## src/rtl/jump_cache.sv

```systemverilog
// Direct-mapped branch target cache with 2-bit hysteresis counters.
// Zero-latency lookup on current_pc; training and statistics on negedge clock.
module jump_cache #(
  parameter int INDEX_BITS = 4,
  parameter int TAG_BITS   = 30 - INDEX_BITS
) (
  input  logic        clock,
  input  logic        reset,
  input  logic [31:0] current_pc,
  output logic        do_jcache,
  output logic [31:0] jcache_pc,
  input  logic        upd_valid,
  input  logic [31:0] upd_pc,
  input  logic        upd_taken,
  input  logic [31:0] upd_target,
  input  logic        invalidate,
  output logic [15:0] stat_hits
);

  localparam int ENTRIES = 1 << INDEX_BITS;

  logic [ENTRIES-1:0]  valid;
  logic [TAG_BITS-1:0] tag    [ENTRIES];
  logic [31:0]         target [ENTRIES];
  logic [1:0]          ctr    [ENTRIES];

  logic [INDEX_BITS-1:0] lidx;
  logic [INDEX_BITS-1:0] uidx;
  logic [TAG_BITS-1:0]   ltag;
  logic [TAG_BITS-1:0]   utag;
  logic                  hit;
  logic                  umatch;
  logic                  unused_bits;

  assign lidx = current_pc[INDEX_BITS+1:2];
  assign ltag = current_pc[31:INDEX_BITS+2];
  assign uidx = upd_pc[INDEX_BITS+1:2];
  assign utag = upd_pc[31:INDEX_BITS+2];
  assign unused_bits = ^{current_pc[1:0], upd_pc[1:0]};

  assign hit       = valid[lidx] && (tag[lidx] == ltag);
  assign do_jcache = hit && ctr[lidx][1];
  assign jcache_pc = do_jcache ? target[lidx] : 32'b0;
  assign umatch    = valid[uidx] && (tag[uidx] == utag);

  always_ff @(negedge clock or posedge reset) begin
    if (reset) begin
      valid <= '0;
      for (int i = 0; i < ENTRIES; i++) begin
        tag[i]    <= '0;
        target[i] <= '0;
        ctr[i]    <= '0;
      end
    end else if (invalidate) begin
      valid <= '0;
      for (int i = 0; i < ENTRIES; i++) ctr[i] <= '0;
    end else if (upd_valid) begin
      if (umatch) begin
        if (upd_taken) begin
          target[uidx] <= upd_target;
          if (ctr[uidx] != 2'b11) ctr[uidx] <= ctr[uidx] + 2'd1;
        end else if (ctr[uidx] != 2'b00) begin
          ctr[uidx] <= ctr[uidx] - 2'd1;
        end
      end else if (upd_taken) begin
        // A taken miss evicts whatever aliases into this slot.
        valid[uidx]  <= 1'b1;
        tag[uidx]    <= utag;
        target[uidx] <= upd_target;
        ctr[uidx]    <= 2'b10;
      end
    end
  end

  always_ff @(negedge clock or posedge reset) begin
    if (reset) begin
      stat_hits <= '0;
    end else if (do_jcache && stat_hits != 16'hFFFF) begin
      stat_hits <= stat_hits + 16'd1;
    end
  end

endmodule

```

## config.mk

```make
export PLATFORM = sky130hd
export DESIGN_NAME = jump_cache
export DESIGN_NICKNAME = d
export VERILOG_FILES = /design/src/rtl/jump_cache.sv
export SDC_FILE = /design/constraint.sdc
export NUM_CORES = 2
export LEC_CHECK = 0
export ABC_AREA = 1
export CAP_MARGIN = 20
export CELL_PAD_IN_SITES_DETAIL_PLACEMENT = 0
export CELL_PAD_IN_SITES_GLOBAL_PLACEMENT = 2
export CORE_UTILIZATION = 36
export CTS_BUF_LIST = sky130_fd_sc_hd__clkbuf_4 sky130_fd_sc_hd__clkbuf_8 sky130_fd_sc_hd__clkbuf_16
export CTS_CLUSTER_SIZE = 30
export DETAILED_ROUTE_END_ITERATION = 7
export PLACE_DENSITY = 0.84
export SKIP_LAST_GASP = 1
export SYNTH_ARGS = -nofsm -noshare
export SYNTH_HDL_FRONTEND = slang
export SYNTH_SLANG_ARGS = --single-unit
export TNS_END_PERCENT = 5
```

## constraint.sdc

```tcl
create_clock -name clock -period 53.9 [get_ports clock]
set_clock_uncertainty 0.05 [all_clocks]
set_input_delay 16.17 -clock clock [delete_from_list [all_inputs] [get_ports clock]]
set_output_delay 16.17 -clock clock [all_outputs]
set_load 0.1 [all_outputs]
```

Word level (Yosys, flattened, before mapping)
Index checks and enable logic that the tools add are counted.
{"block": "word_totals", "ff_bits": 992, "inputBits": 101, "output_inout_bits": 49, "wordCells": 131}
{"block": "op_classes", "reduce_logical": 15, "n_addsub": 3, "muxes": 43, "bitwise": 8, "n_eq_ne": 6, "n_lt_le_gt_ge": 6}
{"op": "bitwise mux 512 bit", "n": 1}
{"op": "bitwise mux 416 bit", "n": 1}
{"op": "2-to-1 mux 32 bit", "n": 11}
{"op": "binary-select mux 26 bit (select 4 bit)", "n": 2}
{"op": "2-to-1 mux 26 bit", "n": 5}
{"op": "binary-select mux 32 bit (select 4 bit)", "n": 1}
{"op": "demux 32 bit (select 4 bit)", "n": 1}
{"op": "demux 26 bit (select 4 bit)", "n": 1}
{"op": "bitwise mux 32 bit", "n": 2}
{"op": "2-to-1 mux 16 bit", "n": 4}
{"op": "equality test 26 bit", "n": 2}
{"op": "OR 16 bit", "n": 2}
{"op": "adder 16 x 1 -> 16 bit, second input constant", "n": 1}
{"op": "AND 16 bit", "n": 1}
{"op": "binary-select mux 2 bit (select 4 bit)", "n": 2}
{"op": "!= test 16 bit, second input constant", "n": 1}
{"op": "inverter 16 bit", "n": 1}
{"op": ">= comparator 5 bit, second input constant", "n": 2}
{"op": "less-than comparator 4 x 5 -> 1 bit, second input constant", "n": 2}
{"op": "2-to-1 mux 2 bit", "n": 5}
{"op": "inverter 4 -> 5 bit", "n": 2}
{"op": "binary-select mux 1 bit (select 4 bit)", "n": 2}
{"op": "demux 2 bit (select 4 bit)", "n": 1}
{"op": "AND reduction 4 bit", "n": 2}
{"op": "13 further kinds", "n": 26}

Depth between registers and ports, before layout
{"block": "logic_depth", "word_depth": 11, "ltp_mapped": 25, "depth_no_buf": 21}

==> metrics.txt <==
Setup WS pre-CTS=5.078 ns; Post-Layout Cell Count=9078; first-pass detailed-route iteration total=7; final wirelength=193500 µm; die width=383.6 µm; die area=147100 µm²; Pwr Density=34.96 nW/µm²; slew margin rel.=6.529%; YS warnings=0; Arrival @ worst endpoint=32.24 ns; hold depth=2; row cnt=139; #FFs+latches synth=992; Final Instance Area=58650 µm²; Req. time, crit path=37.68 ns; Root Driver=clkbuf_16; Synth cell types=40; Hold-fix buffers, CTS=0; Pins Over Slew Limit=0; reg-to-reg setup timing slack=49.71 ns; Worst Path Class, Setup=reg2out; gr usage total=26.03%; DRC=16; mux share of post-synthesis cell area=0.01910%; postcts setup bufs=0; Tightest Pin Transition=1.402 ns; CTS tree=built; register area share after synthesis=47.36%; adder-cell share of the synthesized area=0.07161%; Post-Synth Simple-Gate Area=27.32%; H-tree levels=3; Placed Cells=8868; syn avg cell area=7.205 µm²; top cell type's share of synthesized area=47.36%; Synth area leaders=dfrtn_1, nand2_1, o21ai_0; Compound-Gate Fraction of Synth Area=17.29%; Mapped Cells=7275; RSZ-0062 raised after global routing=no; final hold vios=0; crit path from=ctr[11]; Pleak=0.02787 µW; DR vias=47750; layout cell share with drive strength beyond 1=4.879%; Worst-Skew Late Latency=0.69 ns; CTS max path bufs=3; clk slew on worst S/H paths=0.04 ns; MaxCap Viol Count=0; worst-path fanout max=42; largest family of logic cells by synthesized area=simple AND/OR/NAND/NOR gates; Setup WS post-layout=5.440 ns; largest net degree at the start of global routing=240; final core utilization=40.73%; Post-Synth XOR/XNOR Area=0.2005%; reg2reg start=tag[397]; RR Endpoint=ctr[22]; Final setup viols=0; Synth area leader=dfrtn_1; Worst Hold Class=reg2reg; PortBufs=145; worst vdd ir=24.44 µV; via/cell ratio=5.260; crit path launch type=register; post-placement cell area=54540 µm²; Remaining Overflow, GRT=0; clock sink total=992; P&R area growth vs syn=11.89%; final RePlAce weighted congestion=0.8497; vias in the first global route=44520; core box area=144000 µm²; TritonCTS buffer count=114; failing checks=DRC; Starting DRT DRC Count=4768; initial antenna violation count=9; post_cts resized=0; worst hold slack=0.3781 ns; HPWL Detailed=104300 µm; FF-to-FF path depth=19; I/O pin total=150; die extent in y=383.6 µm; Nets=7187; Syn Std Cell Area=52420 µm²; antenna viol nets, final=0; crit path capture type=output pin; DR WL/cell=21.32 µm; first-pass GRT wire length=291000 µm; Initial Util=36.40%; syn nets=7379; Hold Path End=target[195]; min-delay src=target[195]; status=complete, but fails checks
==> area by class of cell <==
class                   count  area, µm²
fillers                 15180      85350
flip-flops and latches    992      24820
multi-input cells        5332      23630
clock buffers             169       3475
well taps                1903       2381
repair buffers            217       2126
inverters                 426       1638
clock inverters            38      580.6
diodes                      1      2.502
==> synth_stat cells (all sizes together) <==
cell type  instances
xnor2              2
nand4             11
inv              418
o221ai            22
a22oi             10
clkinv             8
ha                 3
o21bai             1
xor2              10
mux2i              1
dfrtn            992
o21ai           1333
buf              244
and3              33
a221oi             3
nor4               3
a311oi             1
nor2             500
nand2           2604
nand3            422
clkbuf           281
nor3              16
o211ai           128
nand3b             5
a21oi            224
==> critical path, cell delays in order, from the launching register on <==
cell and delay (ns):
dfrtn_1 0.43, inv_1 0.07, o21ai_0 0.34, nand2_1 0.09, nor2_1 0.12, nand2_1 0.10, nand2_1 0.08, nand2_1 0.04
nand2_1 0.23, nand2_1 0.08, nor2_1 0.10, nand2_1 0.06, nor2_1 0.08, nand2_1 0.32, nor2_4 0.17, buf_4 0.61
and3_1 0.45, clkdlybuf4s50_1 1.20
==> how the worst max path moves through the flow <==
stage | to | slack (ns) | cells after the start
3_5_place_dp | ctr[22] | 5.08 | 20
3_3_place_gp | ctr[22] | 5.03 | 20
4_1_cts | jcache_pc[26] | 5.38 | 17
6_report | jcache_pc[30] | 5.44 | 17
5_1_grt | jcache_pc[26] | 5.29 | 17
2_1_floorplan | ctr[0] | -2.56 | 1
==> layout by cell type (no fill, tap or decap), drive strengths merged, types with 33 or more instances in the layout <==
| cell | instances |
|---|---|
| and3 | 33 |
| buf | 77 |
| nand3 | 422 |
| nor2 | 500 |
| inv | 420 |
| o21ai | 1333 |
| nand2 | 2604 |
| clkbuf | 170 |
| clkdlybuf4s50 | 139 |
| a21oi | 224 |
| dfrtn | 992 |
| o211ai | 128 |
==> registers in the layout, indices dropped and copies added, names as in the netlist <==
name	flops
tag	416
ctr	32
stat_hits	16
target	512
valid	16
==> kinds of logic after synthesis <==
family | after synthesis
AND/OR/NAND/NOR | 3594
AO/OA/AOI/OAI | 1722
flip-flops | 992
buffers and inverters | 951
XOR/XNOR | 12
adder cells (fa/ha/maj) | 3
multiplexers | 1
==> metrics by stage <==
| stage | total power (µW) | setup TNS, ns |
|---|---|---|
| after floorplan | 1128 | -2538.24 |
| after global placement | 1210 | 0 |
| after detailed placement | 1218 | 0 |
| after CTS | 2067 | 0 |
| after global routing | 2152 | 0 |
| final | 2051 | 0 |
==> power by group <==
| part | switching [µW] | internal, µW |
|---|---|---|
| Sequential | 55.2 | 857 |
| Clock | 340 | 503 |
| Combinational | 197 | 99.1 |
==> routing by layer <==
layer	vias to the layer above	track usage, %	part of all wire [%]
li1	23160	-	-
met1	22860	36.17	45
met2	1412	42.15	46
met3	306	3.440	5.5
met4	12	7.695	3.0
met5	-	0	0.036
Note: power is estimated with default switching activity, not from simulation.
